==> src/rtl/led_reg_arbiter_if.sv <==
// Requester-side handshake bundle for led_reg_arbiter.
// Requester i drives req_valid[i] and req_data[i*WIDTH +: WIDTH].
// The arbiter answers with a one-hot req_ready.
interface led_reg_arbiter_if #(
  parameter int NUM_REQ = 4,
  parameter int WIDTH   = 30
);
  logic [NUM_REQ-1:0]       req_valid;
  logic [NUM_REQ*WIDTH-1:0] req_data;
  logic [NUM_REQ-1:0]       req_ready;

  // Requesters drive valid/data and observe ready
  modport master (
    output req_valid,
    output req_data,
    input  req_ready
  );

  // The arbiter observes valid/data and drives ready
  modport slave (
    input  req_valid,
    input  req_data,
    output req_ready
  );
endinterface

==> src/rtl/led_reg_arbiter.sv <==
// Round-robin arbiter in front of a shared LED pipeline register.
// One word is accepted at a time and driven onto the register's d input.
// The register output is compared against d in the first HOLD cycle.
// A fixed HOLD window then keeps the LEDs stable before the next update.
module led_reg_arbiter #(
  parameter int               NUM_REQ     = 4,
  parameter int               WIDTH       = 30,
  parameter int               HOLD_CYCLES = 16,
  parameter logic [WIDTH-1:0] RESET_WORD  = '0
) (
  input  logic                                            clk,
  input  logic                                            rst_n,
  led_reg_arbiter_if.slave                                req,
  output logic [WIDTH-1:0]                                reg_d,
  input  logic [WIDTH-1:0]                                reg_q,
  output logic [((NUM_REQ > 1) ? $clog2(NUM_REQ) : 1)-1:0] grant_id,
  output logic                                            update_pulse,
  output logic                                            busy,
  output logic                                            err
);

  localparam int ID_W  = (NUM_REQ > 1) ? $clog2(NUM_REQ) : 1;
  localparam int IDX_W = ID_W + 1;
  localparam int CNT_W = (HOLD_CYCLES > 1) ? $clog2(HOLD_CYCLES) : 1;

  typedef enum logic [1:0] {
    IDLE,
    LOAD,
    HOLD
  } state_t;

  state_t               state;
  state_t               state_next;
  logic [ID_W-1:0]      ptr;
  logic [ID_W-1:0]      winner;
  logic [ID_W-1:0]      ptr_after;
  logic                 found;
  logic [IDX_W-1:0]     idx;
  logic [NUM_REQ-1:0]   ready;
  logic                 handshake;
  logic [CNT_W-1:0]     count;

  // Scan requesters starting at the pointer, wrapping at NUM_REQ-1, first valid wins
  always_comb begin
    found  = 1'b0;
    winner = '0;
    idx    = '0;
    for (int k = 0; k < NUM_REQ; k++) begin
      idx = {1'b0, ptr} + IDX_W'(k);
      if (idx >= IDX_W'(NUM_REQ)) begin
        idx = idx - IDX_W'(NUM_REQ);
      end
      if (!found && req.req_valid[idx[ID_W-1:0]]) begin
        found  = 1'b1;
        winner = idx[ID_W-1:0];
      end
    end
  end

  // One-hot ready only in IDLE and never while reset is asserted
  always_comb begin
    ready = '0;
    if (rst_n && (state == IDLE) && found) begin
      ready[winner] = 1'b1;
    end
  end

  assign req.req_ready = ready;
  assign handshake     = |(req.req_valid & ready);
  assign ptr_after     = (winner == ID_W'(NUM_REQ - 1)) ? '0 : winner + ID_W'(1);
  assign busy          = (state != IDLE);

  // Next-state logic: IDLE waits for a handshake, LOAD lasts one cycle, HOLD runs until the counter drains
  always_comb begin
    state_next = state;
    case (state)
      IDLE: begin
        if (handshake) begin
          state_next = LOAD;
        end
      end
      LOAD: begin
        state_next = HOLD;
      end
      HOLD: begin
        if (count == '0) begin
          state_next = IDLE;
        end
      end
      default: begin
        state_next = IDLE;
      end
    endcase
  end

  // State, datapath and write-back check; the pulse doubles as the first-HOLD-cycle marker
  always_ff @(posedge clk) begin
    if (!rst_n) begin
      state        <= IDLE;
      reg_d        <= RESET_WORD;
      grant_id     <= '0;
      ptr          <= '0;
      count        <= '0;
      update_pulse <= 1'b0;
      err          <= 1'b0;
    end else begin
      state        <= state_next;
      update_pulse <= (state == LOAD);
      if (handshake) begin
        reg_d    <= req.req_data[winner*WIDTH +: WIDTH];
        grant_id <= winner;
        ptr      <= ptr_after;
      end
      if (state == LOAD) begin
        count <= CNT_W'(HOLD_CYCLES - 1);
      end else if ((state == HOLD) && (count != '0)) begin
        count <= count - CNT_W'(1);
      end
      if (update_pulse && (reg_q != reg_d)) begin
        err <= 1'b1;
      end
    end
  end

endmodule

==> src/flat_wrapper.sv <==
// flat-port wrapper written by rule: the top's interface ports become plain ports
module led_reg_arbiter_flat 
#(
  parameter int               NUM_REQ     = 4,
  parameter int               WIDTH       = 30,
  parameter int               HOLD_CYCLES = 16,
  parameter logic [WIDTH-1:0] RESET_WORD  = '0
)
  (clk, rst_n, reg_d, reg_q, grant_id, update_pulse, busy, err, req_req_valid, req_req_data, req_req_ready);
  led_reg_arbiter_if #(.NUM_REQ(NUM_REQ), .WIDTH(WIDTH)) req_i ();
  input  logic clk;
  input  logic rst_n;
  output logic [WIDTH-1:0] reg_d;
  input  logic [WIDTH-1:0] reg_q;
  output logic [((NUM_REQ > 1) ? $clog2(NUM_REQ) : 1)-1:0] grant_id;
  output logic update_pulse;
  output logic busy;
  output logic err;
  input wire logic [$bits(req_i.req_valid)-1:0] req_req_valid;
  input wire logic [$bits(req_i.req_data)-1:0] req_req_data;
  output wire logic [$bits(req_i.req_ready)-1:0] req_req_ready;
  assign req_i.req_valid = req_req_valid;
  assign req_i.req_data = req_req_data;
  assign req_req_ready = req_i.req_ready;
  led_reg_arbiter #(.NUM_REQ(NUM_REQ), .WIDTH(WIDTH), .HOLD_CYCLES(HOLD_CYCLES), .RESET_WORD(RESET_WORD)) u_core (.clk(clk), .rst_n(rst_n), .req(req_i), .reg_d(reg_d), .reg_q(reg_q), .grant_id(grant_id), .update_pulse(update_pulse), .busy(busy), .err(err));
endmodule
==> config.mk <==
export PLATFORM = sky130hd
export DESIGN_NAME = led_reg_arbiter_flat
export DESIGN_NICKNAME = d
export VERILOG_FILES = /design/src/rtl/led_reg_arbiter_if.sv /design/src/rtl/led_reg_arbiter.sv /design/src/flat_wrapper.sv
export SDC_FILE = /design/constraint.sdc
export NUM_CORES = 1
export LEC_CHECK = 0
export BUFFER_PORTS_ARGS = -buffer_cell sky130_fd_sc_hd__buf_4
export CAP_MARGIN = 20
export CORE_MARGIN = 10
export CORE_UTILIZATION = 43
export DETAILED_ROUTE_END_ITERATION = 7
export PLACE_DENSITY = 0.81
export SLEW_MARGIN = 10
export SYNTH_ARGS = -nofsm -noshare
export SYNTH_HDL_FRONTEND = slang
export SYNTH_SLANG_ARGS = --single-unit
==> constraint.sdc <==
create_clock -name clk -period 2.8 [get_ports clk]
set_input_delay 0.28 -clock clk [delete_from_list [all_inputs] [get_ports clk]]
set_output_delay 0.28 -clock clk [all_outputs]
set_load 0.02 [all_outputs]
==> results of run 1 <==
==> cells in the final DEF (no fill, tap or decap), drive strengths merged, types with 8 or more instances in the layout <==
cell type	synthesis	layout
nor3b	31	31
a311oi	30	30
buf	21	203
dfxtp	42	42
a31o	31	31
nand2	64	64
xor2	10	10
xnor2	21	21
a21oi	11	11
nor2	8	8
a211oi	30	30
inv	10	10
==> flip-flops by register name (all words and copies together), names as in the netlist <==
| register | cells |
|---|---|
| u_core.count | 4 |
| u_core.err | 1 |
| u_core.grant_id | 2 |
| u_core.ptr | 2 |
| u_core.reg_d | 30 |
| u_core.state | 2 |
| u_core.update_pulse | 1 |
==> report_power, final <==
group | leakage (uW) | internal [uW] | switching (uW)
registers | 0.000348 | 745 | 167
clock network | 0.0000431 | 190 | 198
logic | 0.00159 | 664 | 772
total | 0.00198 | 1600 | 1140
==> through the flow <==
step	hold slack, ps	power [uW]	instances	cell area [um2]	utilization [%]
5_1_grt	447	2900	628	4640	67.6
3_3_place_gp	460	2320	622	4560	66.4
3_5_place_dp	481	2360	622	4560	66.4
6_report	429	2740	628	4640	67.6
2_1_floorplan	479	1770	358	3060	-
4_1_cts	427	2750	628	4640	67.6
==> tightest hold or removal path, stage by stage <==
cell and delay, ps:
buf_4 110, nand2_1 50, a311oi_1 80, a31o_1 180
==> layer usage <==
metal | part of all wire (%) | vias to the layer above | global-route usage [%]
met5 | 0 | - | 0
met1 | 40 | 1705 | 24.6
met4 | 1.7 | 0 | 5.77
met2 | 52 | 133 | 39.2
met3 | 6.5 | 17 | 4.71
li1 | - | 1695 | -
==> worst max path at each step <==
stage	endpoint	from	slack, ps	cells past startpoint
floorplan	u_core.reg_d[10]$_SDFFE_PN0P_	u_core.ptr[0]$_SDFFE_PN0P_	390	11
global placement	u_core.reg_d[17]$_SDFFE_PN0P_	u_core.ptr[1]$_SDFFE_PN0P_	450	10
detailed placement	u_core.reg_d[25]$_SDFFE_PN0P_	u_core.ptr[1]$_SDFFE_PN0P_	330	10
CTS	u_core.reg_d[25]$_SDFFE_PN0P_	u_core.ptr[1]$_SDFFE_PN0P_	300	10
global route	u_core.reg_d[12]$_SDFFE_PN0P_	u_core.ptr[1]$_SDFFE_PN0P_	120	10
finish	u_core.reg_d[12]$_SDFFE_PN0P_	u_core.ptr[1]$_SDFFE_PN0P_	300	10
==> cell families (layout without fill, tap and decap cells) <==
family	Yosys count	in the layout	share of synthesized area, %
AO/OA/AOI/OAI	111	111	34.2
flip-flops	42	42	27.5
AND/OR/NAND/NOR	125	125	20.8
buffers and inverters	45	219	7.12
multiplexers	2	2	0.654
adder cells (fa/ha/maj)	2	2	0.818
XOR/XNOR	31	31	8.88
==> area by class of cell <==
class                   instances  area, um2  area share [%]
multi-input cells             271       2040            43.9
inverters                      10       37.5           0.809
flip-flops and latches         42        841            18.1
repair buffers                203       1520            32.8
well taps                      96        120            2.59
clock buffers                   6       82.6            1.78
==> metrics.txt, run 1 <==
status finished clean; FF-to-FF Start u_core.ptr[1]$_SDFFE_PN0P_; Min-Delay Path Class in -> reg; largest area contributor in the netlist dfxtp_1; share of the yosys chip area belonging to registers 27.5%; detailed router's first-iteration violation count 176; post-synthesis cell type count 34; syn avg cell area 8.55 um2; Synth area leaders dfxtp_1 (27%), a311oi_2 (13%), a31o_1 (8.9%); # clock sinks 42; Die X-Extent 104 um; Critical Path AT 2730 ps; post-synthesis register bit count 42; startpoint types flip-flop; Worst Tran Pin Value 970 ps; P per Cell Area 590 nW/um2; CTS Buf Count 5; Post-synth ARST share 0%; max-slew violations 0; CP peak stage delay 460 ps; Static Leak 0.00198 uW; CP max stage cell dfxtp_1; main flop type after synthesis dfxtp_1; root buffer cell clkbuf_8; minimum clock period 2500 ps; WP data required 3030 ps; Rel. slew slack 34.5%; share of layout cells above drive strength 1 45.9%; CTS Hold Bufs 0; vias in the first global route 3620; first-pass GRT wire length 19200 um; Detail Placement HPWL 10100 um; wire per inst 20.3 um; Initial Utilization 44.5%; # DRC 0; Synth Cell Area 3060 um2; IO Port Bufs 194; EDFF count, synth 0; top-count cell post-synth nand2_1; clock slew at reported path FFs 80 ps; Final ANT Viol Nets 0; Critical Path End Type flip-flop; final setup vio count 0; total track usage 21.6%; clock latency on the worst-skew pair 290 ps; GR Overflow Total 0; die height 104 um; Max Clk Rate 400 MHz; Reg-to-Reg End u_core.reg_d[12]$_SDFFE_PN0P_; setup repair bufs after CTS 0; H-Tree Depth 2; Final Cycle Share 89.4%; DRT Wirelength 12700 um; RSZ-0062 raised after global routing no; Hold Path Stages 4; initial antenna violation count 0; Synth top area share 27.5%; Setup Crit Path Kind reg -> reg; fillcell total 596; die footprint 10900 um2; # rows 30; max_cap viols 0; clock skew 9.70 ps; worst-path fanout max 25; Peak supply drop 0.000351 V; Vias/cell 5.65; Yosys warnings 0; Post-Syn Nets 516; largest net degree at the start of global routing 59; final hold viol count 0; Setup WS post-layout 298 ps; DP Worst Slack 328 ps; HP Start req_req_data[118]; Worst R2R Setup Slack 300 ps; CP cell instances mux2i_1 -> o22ai_2 -> or2_2 -> inv_2 -> ha_1 -> nand2_1 -> a31o_4 -> buf_4 -> a311oi_2 -> a31o_1; CP delay by family, top compound AO/OA/AOI/OAI gates; CTS tree built; antenna cells 0; routed via count 3550; routability cong. 0.831; Hold Crit Endpoint u_core.reg_d[28]$_SDFFE_PN0P_; R2R depth 10; Core ar. 6870 um2; Buf/Inv on CP 2; CTS max path bufs 2; Ports 195; setup TNS after final layout 0 ps; Area Growth Syn to Fin 51.7%; Initial DRT Pass Iterations 5; nets@finish 691; number of gates resized after CTS 0; Post-Syn Instances 358; Synth top cells by count nand2_1 (64), dfxtp_1 (42), a31o_1 (31), nor3b_1 (31), a211oi_1 (30)
No activity file was read; power rests on OpenSTA's default activity.
==> run 2: changes to the inputs <==
--- a/config.mk
+++ b/config.mk
@@ -8,9 +8,9 @@
 export BUFFER_PORTS_ARGS = -buffer_cell sky130_fd_sc_hd__buf_4
 export CAP_MARGIN = 20
 export CORE_MARGIN = 10
-export CORE_UTILIZATION = 43
+export CORE_UTILIZATION = 39
 export DETAILED_ROUTE_END_ITERATION = 7
-export PLACE_DENSITY = 0.81
+export PLACE_DENSITY = 0.77
 export SLEW_MARGIN = 10
 export SYNTH_ARGS = -nofsm -noshare
 export SYNTH_HDL_FRONTEND = slang
==> constraint.sdc (replaced) <==
create_clock -name clk -period 2.1 [get_ports clk]
set_input_delay 0.21 -clock clk [delete_from_list [all_inputs] [get_ports clk]]
set_output_delay 0.21 -clock clk [all_outputs]
set_load 0.02 [all_outputs]
==> metrics.txt, run 2 (synthesis results as in run 1) <==
final hold viol count 0 (unchanged); DRT Wirelength 12800 um (was 12700 um); Detail Placement HPWL 10000 um (was 10100 um); Min-Delay Path Class in -> reg (unchanged); Setup Crit Path Kind reg -> reg (unchanged); detailed router's first-iteration violation count 130 (was 176); R2R depth 10 (unchanged); Static Leak 0.00206 uW (was 0.00198 uW); Initial Utilization 39.8% (was 44.5%); initial antenna violation count 0 (unchanged); antenna cells 0 (unchanged); DP Worst Slack -73.7 ps (was 328 ps); Setup crit start u_core.ptr[1]$_SDFFE_PN0P_ (unchanged); CP max stage cell dfxtp_2 (was dfxtp_1); total track usage 20.2% (was 21.6%); Top Registers u_core.reg_d (30), u_core.count (4) (unchanged); Final ANT Viol Nets 0 (unchanged); root buffer cell clkbuf_8 (unchanged); CTS Buf Count 5 (unchanged); die height 109 um (was 104 um); Largest register FFs 30 (unchanged); final setup vio count 0 (unchanged); nets@finish 700 (was 691); wire per inst 19.9 um (was 20.3 um); WP data required 2340 ps (was 3030 ps); Vias/cell 5.54 (was 5.65); routed via count 3573 (was 3550); routability cong. 0.863 (was 0.831); max-slew violations 0 (unchanged); Final Cycle Share 99.5% (was 89.4%); Critical Path AT 2330 ps (was 2730 ps); clock latency on the worst-skew pair 290 ps (about the same); largest net degree at the start of global routing 63 (was 59); Routed met2 length 6390 um (was 6640 um); max_cap viols 0 (unchanged); first-pass GRT wire length 19200 um (about the same); clock skew 3.83 ps (was 9.70 ps); Setup WS post-layout 10.8 ps (was 298 ps); Worst R2R Setup Slack 10 ps (was 300 ps); Critical Path End Type flip-flop (unchanged); Peak supply drop 0.000401 V (was 0.000351 V); Die X-Extent 109 um (was 104 um); Layout Cells excl Fill 645 (was 628); Critical path destination u_core.reg_d[11]$_SDFFE_PN0P_ (was u_core.reg_d[12]$_SDFFE_PN0P_); Ports 195 (unchanged); P per Cell Area 782 nW/um2 (was 590 nW/um2); CP peak stage delay 360 ps (was 460 ps); IO Port Bufs 194 (unchanged); placed insts 636 (was 622); GR Overflow Total 0 (unchanged); status finished clean (unchanged); CTS max path bufs 2 (unchanged); Initial DRT Pass Iterations 4 (was 5); commonest non-fill, non-tap cells in the layout buf_4 (205), nand2_1 (63), dfxtp_1 (41), nor3b_1 (31) (was buf_4 (203), nand2_1 (64), dfxtp_1 (42), nor3b_1 (31)); vias in the first global route 3671 (was 3620); Worst Tran Pin Value 494 ps (was 970 ps); # rows 32 (was 30); share of layout cells above drive strength 1 49.2% (was 45.9%); RSZ-0062 raised after global routing yes (was no); FF-to-FF Start u_core.ptr[1]$_SDFFE_PN0P_ (unchanged); clock slew at reported path FFs 80 ps (about the same); minimum clock period 2090 ps (was 2500 ps); # DRC 0 (unchanged); top routing layer used met4 (unchanged); CTS tree built (unchanged); met3 WL post-DR 1160 um (was 823 um); die footprint 11800 um2 (was 10900 um2); Post-Route M1 WL 5050 um (about the same); largest reg by FF count u_core.reg_d (unchanged); Max Clk Rate 479 MHz (was 400 MHz); H-Tree Depth 2 (unchanged); Rel. slew slack 66.8% (was 34.5%); end-of-flow core utilization 63.5% (was 67.6%); Reg-to-Reg End u_core.reg_d[11]$_SDFFE_PN0P_ (was u_core.reg_d[12]$_SDFFE_PN0P_); CP cell instances mux2i_2 -> o22ai_4 -> or2_4 -> inv_4 -> ha_4 -> nand2_2 -> a31o_4 -> buf_12 -> a311oi_2 -> a31o_1 (was mux2i_1 -> o22ai_2 -> or2_2 -> inv_2 -> ha_1 -> nand2_1 -> a31o_4 -> buf_4 -> a311oi_2 -> a31o_1); Area Growth Syn to Fin 59.5% (was 51.7%); # clock sinks 42 (unchanged); startpoint types flip-flop (unchanged); worst-path fanout max 28 (was 25); Core ar. 7690 um2 (was 6870 um2); commonest non-fill, non-tap cell in the layout buf_4 (unchanged)
==> run 2: changes by cell type in the layout (fill, tap and decap cells not counted), moves of 2 or more <==
cell and delta:
a311oi_2 +3, a311oi_1 -3, buf_6 +2, buf_12 +4
buf_4 +2, a211oi_1 -4, a211oi_2 +4
==> run 2: worst min path at each step <==
stage                                    start                              end  slack, ps  cells past startpoint
2_1_floorplan       u_core.ptr[1]$_SDFFE_PN0P_       u_core.ptr[1]$_SDFFE_PN0P_        460                      2
3_3_place_gp   u_core.grant_id[0]$_SDFFE_PN0P_  u_core.grant_id[0]$_SDFFE_PN0P_        490                      2
3_5_place_dp           u_core.err$_SDFFE_PN0P_          u_core.err$_SDFFE_PN0P_        480                      2
4_1_cts                                  rst_n   u_core.update_pulse$_SDFF_PN0_        210                      3
5_1_grt                                  rst_n     u_core.count[2]$_SDFFE_PN0P_        220                      3
6_report                                 rst_n     u_core.count[2]$_SDFFE_PN0P_        220                      3
==> run 2: timing repair <==
| action | 4_1_cts | 5_1_grt |
|---|---|---|
| hold buffers | 0 | 0 |
| endpoints found under the hold margin | 0 | 0 |
| setup buffers | 0 | 1 |
| cloned | 0 | 0 |
| resized for setup | 4 | 12 |
| endpoints found under the setup margin | 34 | 34 |
==> run 2: layout make-up <==
class / instances / area, um2
Timing Repair Buffer: 212 / 1660
Clock inverter: 1 / 5.00
Tap cell: 102 / 128
Sequential cell: 42 / 842
Inverter: 10 / 40.0
Fill cell: 687 / 2810
Clock buffer: 7 / 86.3
Multi-Input combinational cell: 271 / 2120
==> run 2: power breakdown <==
group	internal [uW]	total (uW)	switching (uW)
sequential	994	1210	218
combinational	981	2050	1070
clock	266	546	281
total	2240	3810	1570
==> run 2: layer usage <==
layer	vias up	track usage, %
met5	-	0
met4	0	5.74
li1	1715	-
met2	146	35.0
met3	14	6.42
met1	1698	23.4
==> run 2: critical path, delay by kind of cell (launching register included) <==
family / cells / cell delay, ps
flip-flops: 1 / 360
multiplexers: 1 / 270
AO/OA/AOI/OAI: 4 / 710
buffers and inverters: 2 / 260
AND/OR/NAND/NOR: 2 / 310
adder cells (fa/ha/maj): 1 / 130
==> run 2: stage by stage <==
stage / hold WS, ps / instance area [um2] / power (uW) / setup TNS [ps]
3_5_place_dp: 484 / 4710 / 3240 / -1570
3_3_place_gp: 487 / 4710 / 3180 / 0
4_1_cts: 210 / 4810 / 3800 / 0
6_report: 216 / 4880 / 3810 / 0
5_1_grt: 220 / 4880 / 4040 / -839
2_1_floorplan: 463 / 3120 / 2410 / -1570
==> run 3: changes to the inputs <==
--- a/config.mk
+++ b/config.mk
@@ -8,9 +8,10 @@
 export BUFFER_PORTS_ARGS = -buffer_cell sky130_fd_sc_hd__buf_4
 export CAP_MARGIN = 20
 export CORE_MARGIN = 10
-export CORE_UTILIZATION = 39
+export CORE_UTILIZATION = 40
+export CTS_BUF_LIST = sky130_fd_sc_hd__clkbuf_2 sky130_fd_sc_hd__clkbuf_4 sky130_fd_sc_hd__clkbuf_8
 export DETAILED_ROUTE_END_ITERATION = 7
-export PLACE_DENSITY = 0.77
+export PLACE_DENSITY = 0.79
 export SLEW_MARGIN = 10
 export SYNTH_ARGS = -nofsm -noshare
 export SYNTH_HDL_FRONTEND = slang
==> metrics.txt, run 3 (synthesis results as in run 1) <==
Peak supply drop 0.000384 V (was 0.000401 V); Critical Path AT 2330 ps (about the same); Worst Tran Pin Value 484 ps (was 494 ps); WP data required 2340 ps (about the same); die height 107 um (was 109 um); Vias/cell 5.58 (was 5.54); final hold slack 232 ps (was 216 ps); status finished clean (unchanged); die footprint 11500 um2 (was 11800 um2); Worst R2R Setup Slack 10 ps (about the same); largest net degree at the start of global routing 33 (was 63); Setup Crit Path Kind reg -> reg (unchanged); clock skew 4.35 ps (was 3.83 ps); Final Cycle Share 99.3% (was 99.5%); H-Tree Depth 2 (unchanged); Initial DRT Pass Iterations 4 (unchanged); sequential share of power 31.7% (was 31.8%); Design Area, Final 4940 um2 (was 4880 um2); clock latency on the worst-skew pair 290 ps (about the same); total track usage 20.3% (was 20.2%); Setup WS post-layout 14.8 ps (was 10.8 ps); Core ar. 7330 um2 (was 7690 um2); Pint 2240 uW (about the same); # DRC 0 (unchanged); root buffer cell clkbuf_8 (unchanged); placed insts 636 (unchanged); Die X-Extent 107 um (was 109 um); Min-Delay Path Class in -> reg (unchanged); switching power 1590 uW (was 1570 uW); wire per inst 20.5 um (was 19.9 um); Largest register FFs 30 (unchanged); # rows 31 (was 32); DRT Wirelength 13300 um (was 12800 um); Critical Path End Type flip-flop (unchanged); Ports 195 (unchanged); Area after DPL 4710 um2 (about the same); Final ANT Viol Nets 0 (unchanged); end-of-flow core utilization 67.4% (was 63.5%); antenna cells 0 (unchanged); Gate power share 55.3% (was 53.9%); max_cap viols 0 (unchanged); largest reg by FF count u_core.reg_d (unchanged); Static Leak 0.00211 uW (was 0.00206 uW); minimum clock period 2090 ps (about the same); Initial Utilization 41.7% (was 39.8%); final hold viol count 0 (unchanged); IO Port Bufs 194 (unchanged); Rel. slew slack 67.4% (was 66.8%); routability cong. 0.858 (was 0.863); share of layout cells above drive strength 1 50.2% (was 49.2%); clock power share 13.1% (was 14.3%); CTS max path bufs 2 (unchanged); worst-path fanout max 5 (was 28); startpoint types flip-flop (unchanged); Layout Cells excl Fill 649 (was 645); # clock sinks 42 (unchanged); vias in the first global route 3650 (was 3671); Max Clk Rate 480 MHz (was 479 MHz); sw frac 41.6% (was 41.3%); RSZ-0062 raised after global routing yes (unchanged); nets@finish 708 (was 700); commonest non-fill, non-tap cell in the layout buf_4 (unchanged); GR Overflow Total 0 (unchanged); first-pass GRT wire length 19000 um (was 19200 um); P per Cell Area 776 nW/um2 (was 782 nW/um2); CTS tree built (unchanged); final setup vio count 0 (unchanged); Top Registers u_core.reg_d (30), u_core.count (4) (unchanged); CTS Hold Bufs 0 (unchanged); clock slew at reported path FFs 80 ps (about the same); max-slew violations 0 (unchanged); Detail Placement HPWL 10200 um (was 10000 um); DP Worst Slack -65.8 ps (was -73.7 ps); CTS Buf Count 5 (unchanged); routed via count 3619 (was 3573); commonest non-fill, non-tap cells in the layout buf_4 (212), nand2_1 (63), dfxtp_1 (41), nor3b_1 (30), a31o_1 (30) (was buf_4 (205), nand2_1 (63), dfxtp_1 (41), nor3b_1 (31)); detailed router's first-iteration violation count 168 (was 130); initial antenna violation count 0 (unchanged); Area Growth Syn to Fin 61.6% (was 59.5%)
run 3: cell count changes in the layout (fill, tap and decap cells not counted), moves of 2 or more:
cell       before  now
buf_4         205  212
a21oi_1         9    7
a21oi_2         1    3
clkbuf_16       0    2
run 3: path summary, 6_finish.rpt:
check,start,to,cells past startpoint
setup / recovery,u_core.ptr[1]$_SDFFE_PN0P_,u_core.reg_d[0]$_SDFFE_PN0P_,10
hold / removal,rst_n,u_core.count[2]$_SDFFE_PN0P_,3
setup reg to reg,u_core.ptr[1]$_SDFFE_PN0P_,u_core.reg_d[0]$_SDFFE_PN0P_,10
hold reg to reg,u_core.err$_SDFFE_PN0P_,u_core.err$_SDFFE_PN0P_,2
run 3: worst max-delay path: stages (launching register included):
cell and delay, ps:
dfxtp_2 360, mux2i_1 230, o22ai_2 120, or2_4 260, inv_4 70, ha_4 150, nand2_4 60, a31o_4 270
buf_4 170, a311oi_2 220, a31o_1 130
run 3: per-layer routing:
metal	global-route usage (%)	vias to the layer above	wire length, um
met5	0	-	0
met4	4.77	0	216
met3	6.53	18	1170
met2	37.0	156	6780
met1	22.4	1716	5120
li1	-	1729	-
run 3: power groups by stage:
stage | clock, uW | sequential (uW) | combinational, uW
finish | 501 | 1220 | 2120
global route | 541 | 1230 | 2270
CTS | 510 | 1210 | 2030
detailed placement | 0 | 1230 | 2010
global placement | 0 | 1220 | 1960
floorplan | 0 | 1360 | 1050
run 3: repair_timing:
action                     4_1_cts  5_1_grt
setup buffers                    1        2
gates resized for setup          3       15
cloned                           0        3
setup endpoints to repair       29       33
pin swaps                        1        1
run 3: area by class of cell:
type,count,area [um2]
fill,610,2390
multi-input combinational,272,2120
timing repair buffer,219,1730
sequential,42,842
tap,99,124
clock buffer,5,68.8
inverter,10,40.0
clock inverter,2,10.0
run 3: through the flow:
stage               TNS, ps  total power, uW
floorplan             -1570             2410
global placement          0             3190
detailed placement     -732             3240
CTS                       0             3750
global route           -566             4050
finish                    0             3840
